$ cat config.mk
export PLATFORM = sky130hd
export DESIGN_NAME = reconfig_addsub_pipe_flat
export DESIGN_NICKNAME = d
export VERILOG_FILES = /design/src/rtl/reconfig_addsub_pipe_if.sv /design/src/rtl/reconfig_addsub_pipe.sv /design/src/flat_wrapper.sv
export SDC_FILE = /design/constraint.sdc
export NUM_CORES = 1
export LEC_CHECK = 0
export ABC_AREA = 1
export BUFFER_PORTS_ARGS = -buffer_cell sky130_fd_sc_hd__buf_2
export CORE_UTILIZATION = 56
export DETAILED_ROUTE_END_ITERATION = 12
export PLACE_DENSITY = 0.85
export SETUP_SLACK_MARGIN = 0.3
export SKIP_CTS_REPAIR_TIMING = 1
export SYNTH_ARGS = -nofsm -noshare
export SYNTH_HDL_FRONTEND = slang
export SYNTH_SLANG_ARGS = --single-unit
$ cat constraint.sdc
create_clock -name clk -period 6.63 [get_ports clk]
set_clock_uncertainty 0.15 [all_clocks]
set_input_delay 0.663 -clock clk [delete_from_list [all_inputs] [get_ports clk]]
set_output_delay 0.663 -clock clk [all_outputs]
set_load 0.01 [all_outputs]
$ cat src/rtl/reconfig_addsub_pipe_if.sv
// Operand/result handshake bundle for reconfig_addsub_pipe.
// master drives operands and out_ready; slave is the pipeline.
interface reconfig_addsub_pipe_if #(
    parameter int W     = 16,
    parameter int CNT_W = 16
);
    logic             in_valid;
    logic             in_ready;
    logic [W-1:0]     a;
    logic [W-1:0]     b;
    logic             addsuben;
    logic [1:0]       mode;
    logic             sat_en;
    logic             out_valid;
    logic             out_ready;
    logic [W-1:0]     result;
    logic [3:0]       cout;
    logic [3:0]       ovf;
    logic [CNT_W-1:0] op_count;

    modport master (
        output in_valid, a, b, addsuben, mode, sat_en, out_ready,
        input  in_ready, out_valid, result, cout, ovf, op_count
    );

    modport slave (
        input  in_valid, a, b, addsuben, mode, sat_en, out_ready,
        output in_ready, out_valid, result, cout, ovf, op_count
    );
endinterface

$ cat src/rtl/reconfig_addsub_pipe.sv
// Lane-split (1/2/4 lanes) add/sub with optional signed saturation; 2-cycle latency.
// Valid/ready on both sides; in_ready drops only when both stages are full and out_ready is low.
module reconfig_addsub_pipe #(
    parameter int W     = 16,
    parameter int CNT_W = 16
) (
    input  logic                  clk,
    input  logic                  rst,
    reconfig_addsub_pipe_if.slave bus
);
    localparam int Q = W / 4;

    logic             s1_vld;
    logic [W-1:0]     s1_a;
    logic [W-1:0]     s1_b;
    logic             s1_sub;
    logic [1:0]       s1_mode;
    logic             s1_sat;

    logic             s2_vld;
    logic [W-1:0]     s2_result;
    logic [3:0]       s2_cout;
    logic [3:0]       s2_ovf;
    logic [CNT_W-1:0] op_cnt;

    logic s2_load;
    logic s1_load;
    logic in_fire;
    logic out_fire;

    assign s2_load  = !s2_vld || bus.out_ready;
    assign s1_load  = !s1_vld || s2_load;
    assign in_fire  = bus.in_valid && s1_load;
    assign out_fire = s2_vld && bus.out_ready;

    assign bus.in_ready  = s1_load;
    assign bus.out_valid = s2_vld;
    assign bus.result    = s2_result;
    assign bus.cout      = s2_cout;
    assign bus.ovf       = s2_ovf;
    assign bus.op_count  = op_cnt;

    // The datapath is four quarter-width slices; mode decides where lanes begin and end.
    function automatic logic lane_start(input logic [1:0] md, input int q);
        if (md == 2'b10) return 1'b1;
        if (md == 2'b01) return (q == 0) || (q == 2);
        return q == 0;
    endfunction

    function automatic logic lane_end(input logic [1:0] md, input int q);
        if (md == 2'b10) return 1'b1;
        if (md == 2'b01) return (q == 1) || (q == 3);
        return q == 3;
    endfunction

    function automatic logic [1:0] lane_id(input logic [1:0] md, input int q);
        if (md == 2'b10) return 2'(q);
        if (md == 2'b01) return 2'(q / 2);
        return 2'd0;
    endfunction

    logic [W-1:0] eb;
    logic [W-1:0] sum_w;
    logic [W-1:0] nxt_result;
    logic [3:0]   lane_cout;
    logic [3:0]   lane_ovf;
    logic [3:0]   lane_neg;
    logic         carry;
    logic [Q:0]   qs;
    logic         a_msb;
    logic         b_msb;
    logic [1:0]   lid;

    always_comb begin
        eb         = s1_b ^ {W{s1_sub}};
        sum_w      = '0;
        nxt_result = '0;
        lane_cout  = '0;
        lane_ovf   = '0;
        lane_neg   = '0;
        carry      = 1'b0;
        qs         = '0;
        a_msb      = 1'b0;
        b_msb      = 1'b0;
        lid        = 2'd0;

        // Carry chains through a slice only when no lane boundary sits there.
        for (int i = 0; i < 4; i++) begin
            if (lane_start(s1_mode, i)) carry = s1_sub;
            qs    = {1'b0, s1_a[i*Q +: Q]} + {1'b0, eb[i*Q +: Q]} + {{Q{1'b0}}, carry};
            carry = qs[Q];
            sum_w[i*Q +: Q] = qs[Q-1:0];
            if (lane_end(s1_mode, i)) begin
                lid   = lane_id(s1_mode, i);
                a_msb = s1_a[i*Q + Q - 1];
                b_msb = eb[i*Q + Q - 1];
                lane_cout[lid] = qs[Q];
                lane_ovf[lid]  = (a_msb == b_msb) && (qs[Q-1] != a_msb);
                lane_neg[lid]  = a_msb;
            end
        end

        // Saturated lane: top slice carries the sign pattern, lower slices fill.
        for (int i = 0; i < 4; i++) begin
            lid = lane_id(s1_mode, i);
            if (s1_sat && lane_ovf[lid]) begin
                if (lane_end(s1_mode, i))
                    nxt_result[i*Q +: Q] = lane_neg[lid] ? {1'b1, {(Q-1){1'b0}}}
                                                         : {1'b0, {(Q-1){1'b1}}};
                else
                    nxt_result[i*Q +: Q] = lane_neg[lid] ? {Q{1'b0}} : {Q{1'b1}};
            end else begin
                nxt_result[i*Q +: Q] = sum_w[i*Q +: Q];
            end
        end
    end

    always_ff @(posedge clk or posedge rst) begin
        if (rst) s1_vld <= 1'b0;
        else if (s1_load) s1_vld <= bus.in_valid;
    end

    always_ff @(posedge clk) begin
        if (in_fire) begin
            s1_a    <= bus.a;
            s1_b    <= bus.b;
            s1_sub  <= bus.addsuben;
            s1_mode <= bus.mode;
            s1_sat  <= bus.sat_en;
        end
    end

    always_ff @(posedge clk or posedge rst) begin
        if (rst) begin
            s2_vld    <= 1'b0;
            s2_result <= '0;
            s2_cout   <= '0;
            s2_ovf    <= '0;
            op_cnt    <= '0;
        end else begin
            if (s2_load) begin
                s2_vld <= s1_vld;
                if (s1_vld) begin
                    s2_result <= nxt_result;
                    s2_cout   <= lane_cout;
                    s2_ovf    <= lane_ovf;
                end
            end
            if (out_fire) op_cnt <= op_cnt + CNT_W'(1);
        end
    end
endmodule

$ cat src/flat_wrapper.sv
// flat-port wrapper written by rule: the top's interface ports become plain ports
module reconfig_addsub_pipe_flat 
#(
    parameter int W     = 16,
    parameter int CNT_W = 16
)
  (clk, rst, bus_in_valid, bus_a, bus_b, bus_addsuben, bus_mode, bus_sat_en, bus_out_ready, bus_in_ready, bus_out_valid, bus_result, bus_cout, bus_ovf, bus_op_count);
  reconfig_addsub_pipe_if #(.W(W), .CNT_W(CNT_W)) bus_i ();
  input  logic clk;
  input  logic rst;
  input wire logic [$bits(bus_i.in_valid)-1:0] bus_in_valid;
  input wire logic [$bits(bus_i.a)-1:0] bus_a;
  input wire logic [$bits(bus_i.b)-1:0] bus_b;
  input wire logic [$bits(bus_i.addsuben)-1:0] bus_addsuben;
  input wire logic [$bits(bus_i.mode)-1:0] bus_mode;
  input wire logic [$bits(bus_i.sat_en)-1:0] bus_sat_en;
  input wire logic [$bits(bus_i.out_ready)-1:0] bus_out_ready;
  output wire logic [$bits(bus_i.in_ready)-1:0] bus_in_ready;
  output wire logic [$bits(bus_i.out_valid)-1:0] bus_out_valid;
  output wire logic [$bits(bus_i.result)-1:0] bus_result;
  output wire logic [$bits(bus_i.cout)-1:0] bus_cout;
  output wire logic [$bits(bus_i.ovf)-1:0] bus_ovf;
  output wire logic [$bits(bus_i.op_count)-1:0] bus_op_count;
  assign bus_i.in_valid = bus_in_valid;
  assign bus_i.a = bus_a;
  assign bus_i.b = bus_b;
  assign bus_i.addsuben = bus_addsuben;
  assign bus_i.mode = bus_mode;
  assign bus_i.sat_en = bus_sat_en;
  assign bus_i.out_ready = bus_out_ready;
  assign bus_in_ready = bus_i.in_ready;
  assign bus_out_valid = bus_i.out_valid;
  assign bus_result = bus_i.result;
  assign bus_cout = bus_i.cout;
  assign bus_ovf = bus_i.ovf;
  assign bus_op_count = bus_i.op_count;
  reconfig_addsub_pipe #(.W(W), .CNT_W(CNT_W)) u_core (.clk(clk), .rst(rst), .bus(bus_i));
endmodule
* Yosys cells after proc, flatten, opt, wreduce, memory -nomap -nowiden *
Index checks and enable logic that the tools add are counted.

storage, ports and cells
  flip-flop bits (word level) = 78
  bits of input ports = 40
  output and inout port bits = 42
  word-level logic and storage cells = 203

cells by class
  add/subtract/negate cells = 9
  $lt $le $gt $ge = 12
  equal/unequal tests = 10
  multiplexer cells = 138
  bitwise operators = 4
  reduce and logical (&&, ||, !) cells = 19

operator list
  operator                                                               number
  4-bit two-way mux                                                      28
  1-bit two-way mux                                                      61
  2-bit two-way mux                                                      28
  4-bit bitwise mux                                                      9
  2-bit by 3-bit < comparator with 1-bit output, second input constant   8
  4-bit by 4-bit adder with 5-bit output                                 4
  5-bit by 1-bit adder with 5-bit output                                 4
  16-bit by 1-bit adder with 16-bit output, second input constant        1
  1-bit binary-select mux with 2-bit select                              8
  16-bit XOR                                                             1
  1-bit logical AND                                                      14
  4-bit bitwise AND                                                      3
  1-bit demux with 2-bit select                                          4
  2-bit by 1-bit >= comparator with 1-bit output, second input constant  4
  1-bit equality test                                                    4
  1-bit != test                                                          4
  2-bit by 1-bit equality test with 1-bit output, second input constant  1
  2-bit equality test, second input constant                             1
  1-bit logical NOT                                                      2
  1-bit logical OR                                                       2
  2-bit AND reduction                                                    1

* Logic depth before layout (Yosys ltp) *
  word-level depth = 34
  gate-level depth with buffers = 34
  depth with buffers taken out = 33

* Worst setup path before layout *
OpenSTA, ideal clock, no wires.

  path type = flip-flop to flip-flop
  start = reg u_core.s1_sub
  end = reg u_core.s2_result[8] (netlist: u_core.bus.result[8])
  setup time = 0.117 ns
  arrival = 4.917 ns
  data required time = 6.363 ns
  slack = 1.447 ns
  stages on the path, launching flop included = 32
  period minus slack after synthesis = 5.183 ns
  path through = edfxtp_1 -> buf_6 -> buf_2 -> xor2_1 -> ha_1 -> inv_1 -> nor2_1 -> nor2_1 -> o21bai_1 -> o21ai_0 -> fa_1 -> fa_1 -> o21a_1 -> nand2_1 -> o21ai_0 -> fa_1 -> fa_1 -> nor2_1 -> a211oi_1 -> nand2_1 -> nand2_1 -> inv_1 -> fa_1 -> nand3_2 -> nand3_1 -> nand3_2 -> a21oi_1 -> nand2_2 -> nand2_1 -> nand2_1 -> nand2_1 -> nand2_1

between the ends
  cells in the longest elaborated chain, start to end = 17
  elaborated cells between the ends (all ways) = 37
  those cells by class = add/sub: 8; eq/ne: 8; mux: 14; bitwise: 2; reduce/logical: 5

RTL lines
  element                                                                      line                                                    RTL
  start, declared                                                              reconfig_addsub_pipe.sv:16                              logic s1_sub;
  start signal, assigned                                                       reconfig_addsub_pipe.sv:127                             s1_sub <= bus.addsuben;
  16-bit XOR                                                                   reconfig_addsub_pipe.sv:75                              eb = s1_b ^ {W{s1_sub}};
  4-bit by 4-bit adder with 5-bit output                                       reconfig_addsub_pipe.sv:90                              qs = {1'b0, s1_a[i*Q +: Q]} + {1'b0, eb[i*Q +: Q]} + {{Q{1'b0}}, carry};
  5-bit by 1-bit adder with 5-bit output                                       reconfig_addsub_pipe.sv:90
  1-bit two-way mux or 1-bit != test (tied branches)                           reconfig_addsub_pipe.sv:89, reconfig_addsub_pipe.sv:98
  5-bit by 1-bit adder with 5-bit output or 1-bit logical AND (tied branches)  reconfig_addsub_pipe.sv:90, reconfig_addsub_pipe.sv:98
  1-bit two-way mux (tied with other cells)                                    reconfig_addsub_pipe.sv:89                              if (lane_start(s1_mode, i)) carry = s1_sub;
  5-bit by 1-bit adder with 5-bit output (tied with other cells)               reconfig_addsub_pipe.sv:90
  1-bit two-way mux (tied with other cells)                                    reconfig_addsub_pipe.sv:89
  5-bit by 1-bit adder with 5-bit output (tied with other cells)               reconfig_addsub_pipe.sv:90
  1-bit != test or 4-bit bitwise mux (tied branches)                           reconfig_addsub_pipe.sv:98                              lane_ovf[lid] = (a_msb == b_msb) && (qs[Q-1] != a_msb);
  1-bit logical AND or 4-bit two-way mux (tied branches)                       reconfig_addsub_pipe.sv:98, reconfig_addsub_pipe.sv:93
  4-bit bitwise mux                                                            reconfig_addsub_pipe.sv:98
  4-bit two-way mux                                                            reconfig_addsub_pipe.sv:93                              if (lane_end(s1_mode, i)) begin
  1-bit binary-select mux with 2-bit select                                    reconfig_addsub_pipe.sv:106                             if (s1_sat && lane_ovf[lid]) begin
  1-bit two-way mux (implied by the code)                                      reconfig_addsub_pipe.sv:106
  1-bit logical AND                                                            reconfig_addsub_pipe.sv:106
  4-bit two-way mux *                                                          reconfig_addsub_pipe.sv:106
  end signal, assigned                                                         reconfig_addsub_pipe.sv:144                             s2_result <= nxt_result;
  end, declared                                                                reconfig_addsub_pipe.sv:21                              logic [W-1:0] s2_result;

Mark *: on every way between the ends. The rest lies on a longest branch, timed or not. The select of a mux whose other input is x is not followed.
A chain may end at the register's enable or synchronous reset.

* Final worst setup path *
Same ends and word-level chain as after synthesis.

==> results.txt <==
After detailed routing, the number of vias per cell comes to 5.032. The cell that appears most often on the critical path is nand2_1. Across all hold checks on the routed design, the worst slack comes to 292.2 ps. Highest clock frequency the design can meet: 0.1744 GHz. Each instance of the synthesized netlist takes up on average 9.939 um2.

The number of buffers created by CTS is 9. Excluding fillers, the count of instances in the completed layout stands at 616. The tools report the category of the worst setup path capture point as a flip-flop. Worst slew margin relative to its limit: 58.55%.

Setup violations remaining at the end of the flow were counted as 0. The run gives 43 as the largest net degree at the start of global routing. Setup repair after global routing left no endpoint under its margin. The worst path needs 5733 ps of the cycle, external delays included. Type of the setup path with the least slack: flip-flop to flip-flop.

In this design, the stage delay of the slowest critical-path cell is 490 ps. The number of port buffers works out to 81. For the sequential area share after synthesis, the log shows 50.47%.

The core region is 7253 um2. Across all setup checks in the final design, the least slack found is 897.0 ps. Yosys attributes the largest share of cell area to edfxtp_1 (26%), dfrtp_1 (25%), nand2_1 (8.4%), ha_1 (5.9%), xor2_1 (4.6%). Of all nets on the critical path, the largest fanout is 5. Classification of the worst-slack hold path: input port to async pin.

Summed over all cells, the static leakage comes to 2.444 nW. The number of global-route vias before repair was 2,932; the compound-gate portion of the synthesized area was 6.072%. Clock-pin slew was measured on the worst setup and hold paths at 70 ps.

The tools report the worst path required time as 6720 ps. 82 I/O pins were placed. Number of vias in the routed layout: 3,100.

By area, the combinational part of the netlist is dominated by simple AND/OR/NAND/NOR gates. The height of the die is 88.85 um, and the number of nets in the finished design is 580. The initial core utilization was 58.24%. In this run, placement finished with an instance count of 601.

Leaving out fill and tap cells, the most frequent cell in the layout is nand2_1. Dividing total power by cell area gives a power density of 295.9 nW/um2. Overall power consumption after layout is estimated at 1.447 mW. The tools report the count of standard-cell rows as 31. TritonCTS built the clock tree. The logs give 982.0 ps for the pre-CTS worst setup slack and 0.9439 for the final RePlAce weighted congestion.

The clock drives 78 sinks. At the end of the flow the core is filled with cells to 67.43%. Fill cells in the final layout number 591. In the finished design, the share of the clock period the worst path needs comes to 86.47%. In the global route stage, overall resource usage came out at 22.02%.

The multiplexer area fraction after synthesis works out to 0.2666%. The run gives 6259 um as the placed wire-length estimate. The slowest stage of the critical path belongs to the cell edfxtp_1. The wire length per cell after detailed routing works out to 13.04 um.

For the total inserted antenna cells, the log shows 0. Post-synthesis cell count: 425. For the total wire length, the log shows 8032 um. The Yosys warning count was 0. Startpoint kind of the worst setup timing path: a flip-flop. Clock latency on the worst-skew pair, taken at its later pin, is 340 ps.

The number of hold-slack violations in the final timing report is 0, and the die outline area is 7894 um2. Of the total synthesized cell area, the portion taken by AND, OR, NAND and NOR gates is 20.26%. The logs give 0 for the count of max-cap constraint violations and 1838 um2 for the area of combinational cells with multiple inputs. Summing every instance area after synthesis gives 4224 um2. The number of antenna violations at the first check in global routing was 0. The fraction of layout cells with a size suffix above 1 works out to 26.89%. Of the total synthesized cell area, the portion taken by XOR and XNOR cells is 7.672%. The run finished with clean final reports. The synthesized design contains 78 register bits. After Yosys synthesis, full adders, half adders and majority gates account for 9.242% of the synthesized area. For the post-placement cell area, the log shows 4732 um2.

Registers take 2132 um2. The library cell occupying the most area in the post-synthesis netlist is edfxtp_1. In the routed design, unresolved DRC markers number 0.

The first global-routing pass estimated 13,030 um of wire. After routing, the total negative slack on setup checks comes to 0 ps. The tree is rooted in a clkbuf_8.

For the post-synth net total, the log shows 492. The proportion of netlist area held by the largest area contributor is 25.59%. The library cells used most frequently in the layout, excluding fill and tap cells, are nand2_1 (94), buf_2 (81), inv_1 (50). After the first detailed-routing iteration, the DRC count stood at 134. Number of iterations in the first detailed-routing pass: 4. In this run the horizontal extent of the chip is 88.85 um.

For the worst setup path, the data arrival time is 5820 ps. The logs give 0 for the number of nets still failing antenna checks after routing and 37 for the number of distinct standard cells referenced by the synthesized netlist. The tools report the maximum level of the CTS H-tree as 3. In this run the deepest clock path goes through 2 buffers. The tools report the peak supply drop as 0.1579 mV. Relative to the synthesized area, the layout overhead comes to 15.79%. The run gives 0 as the total count of max-transition violations in the final report.

After global routing the overflow that remains totals 0. For the pin with the worst max-slew slack, the measured transition is 620.2 ps. The run gives 4891 um2 as the final design area excluding fillers.
==> report_power, final <==
| group | total [mW] | internal [mW] | switching, mW |
|---|---|---|---|
| clock network | 0.298 | 0.143 | 0.155 |
| logic | 0.482 | 0.195 | 0.287 |
| registers | 0.667 | 0.604 | 0.0634 |
| total | 1.45 | 0.943 | 0.505 |
==> cells in the mapped netlist <==
master	n
a211oi_1	1
a21oi_1	8
a21oi_2	5
a31o_4	1
a31oi_1	5
buf_2	2
buf_4	2
buf_6	1
clkbuf_1	2
dfrtp_1	42
edfxtp_1	36
fa_1	7
ha_1	20
inv_1	50
inv_2	6
mux2_2	1
nand2_1	94
nand2_2	11
nand3_1	22
nand3_2	9
nand3b_1	3
nand4_1	1
nand4_2	1
nor2_1	28
nor2_2	1
nor2_4	4
nor3_1	1
nor4_2	2
o211ai_1	1
o21a_1	1
o21ai_0	14
o21ai_1	3
o21ai_2	1
o21bai_1	1
or2_2	1
xnor2_1	15
xor2_1	22
==> state kept, by name, indices dropped and copies added (netlist names), 2 cells and up <==
register / cells
u_core.s1_mode: 2
u_core.bus.result: 16
u_core.s1_a: 16
u_core.bus.ovf: 4
u_core.bus.cout: 4
u_core.s1_b: 16
u_core.bus.op_count: 16
==> worst max-delay path, delay by kind of cell, from the launching register on <==
| family | cells | cell delay [ps] |
|---|---|---|
| buffers and inverters | 1 | 60 |
| AOI/OAI and AO/OA | 6 | 1090 |
| DFF | 1 | 490 |
| and+or+nand+nor | 14 | 1260 |
| xor gates and xnor gates | 1 | 210 |
| adders and majority gates | 6 | 2370 |
==> final cells by class <==
cell class,count,share of cell area [%]
clock buffers,13,3.044
inverters,56,4.298
repair buffers,84,8.749
flip-flops and latches,78,43.59
multi-input cells,284,37.58
well taps,99,2.533
clock inverters,2,0.2047
==> cells by family after synthesis <==
group / after synthesis
flip-flops: 78
XOR/XNOR: 37
AND/OR/NAND/NOR: 178
AO/OA/AOI/OAI: 41
buffers and inverters: 63
adder cells (fa/ha/maj): 27
multiplexers: 1
==> routing by layer <==
| layer | global-route usage (%) | vias to the layer above | part of all wire, % | wire length (um) |
|---|---|---|---|---|
| met5 | 0 | - | 0 | 0 |
| met4 | 7.625 | 0 | 1.5 | 119 |
| met3 | 5.317 | 11 | 6.1 | 488 |
| met2 | 38.25 | 97 | 48 | 3858 |
| met1 | 26.84 | 1447 | 44 | 3565 |
| li1 | - | 1545 | - | - |
==> worst paths after layout <==
| kind | from | end | slack (ps) | cells past startpoint |
|---|---|---|---|---|
| max reg2reg | u_core.s1_sub | u_core.bus.result[8] | 900 | 28 |
| max in group asynchronous | rst | u_core.bus.result[7] | 5670 | 3 |
| max | u_core.s1_sub | u_core.bus.result[8] | 900 | 28 |
| min | rst | u_core.bus.op_count[2] | 290 | 3 |
| min reg2reg | u_core.bus.result[9] | u_core.bus.result[9] | 320 | 2 |
| min in group clk | u_core.bus.result[9] | u_core.bus.result[9] | 320 | 2 |
(Power assumes the default switching activity.)
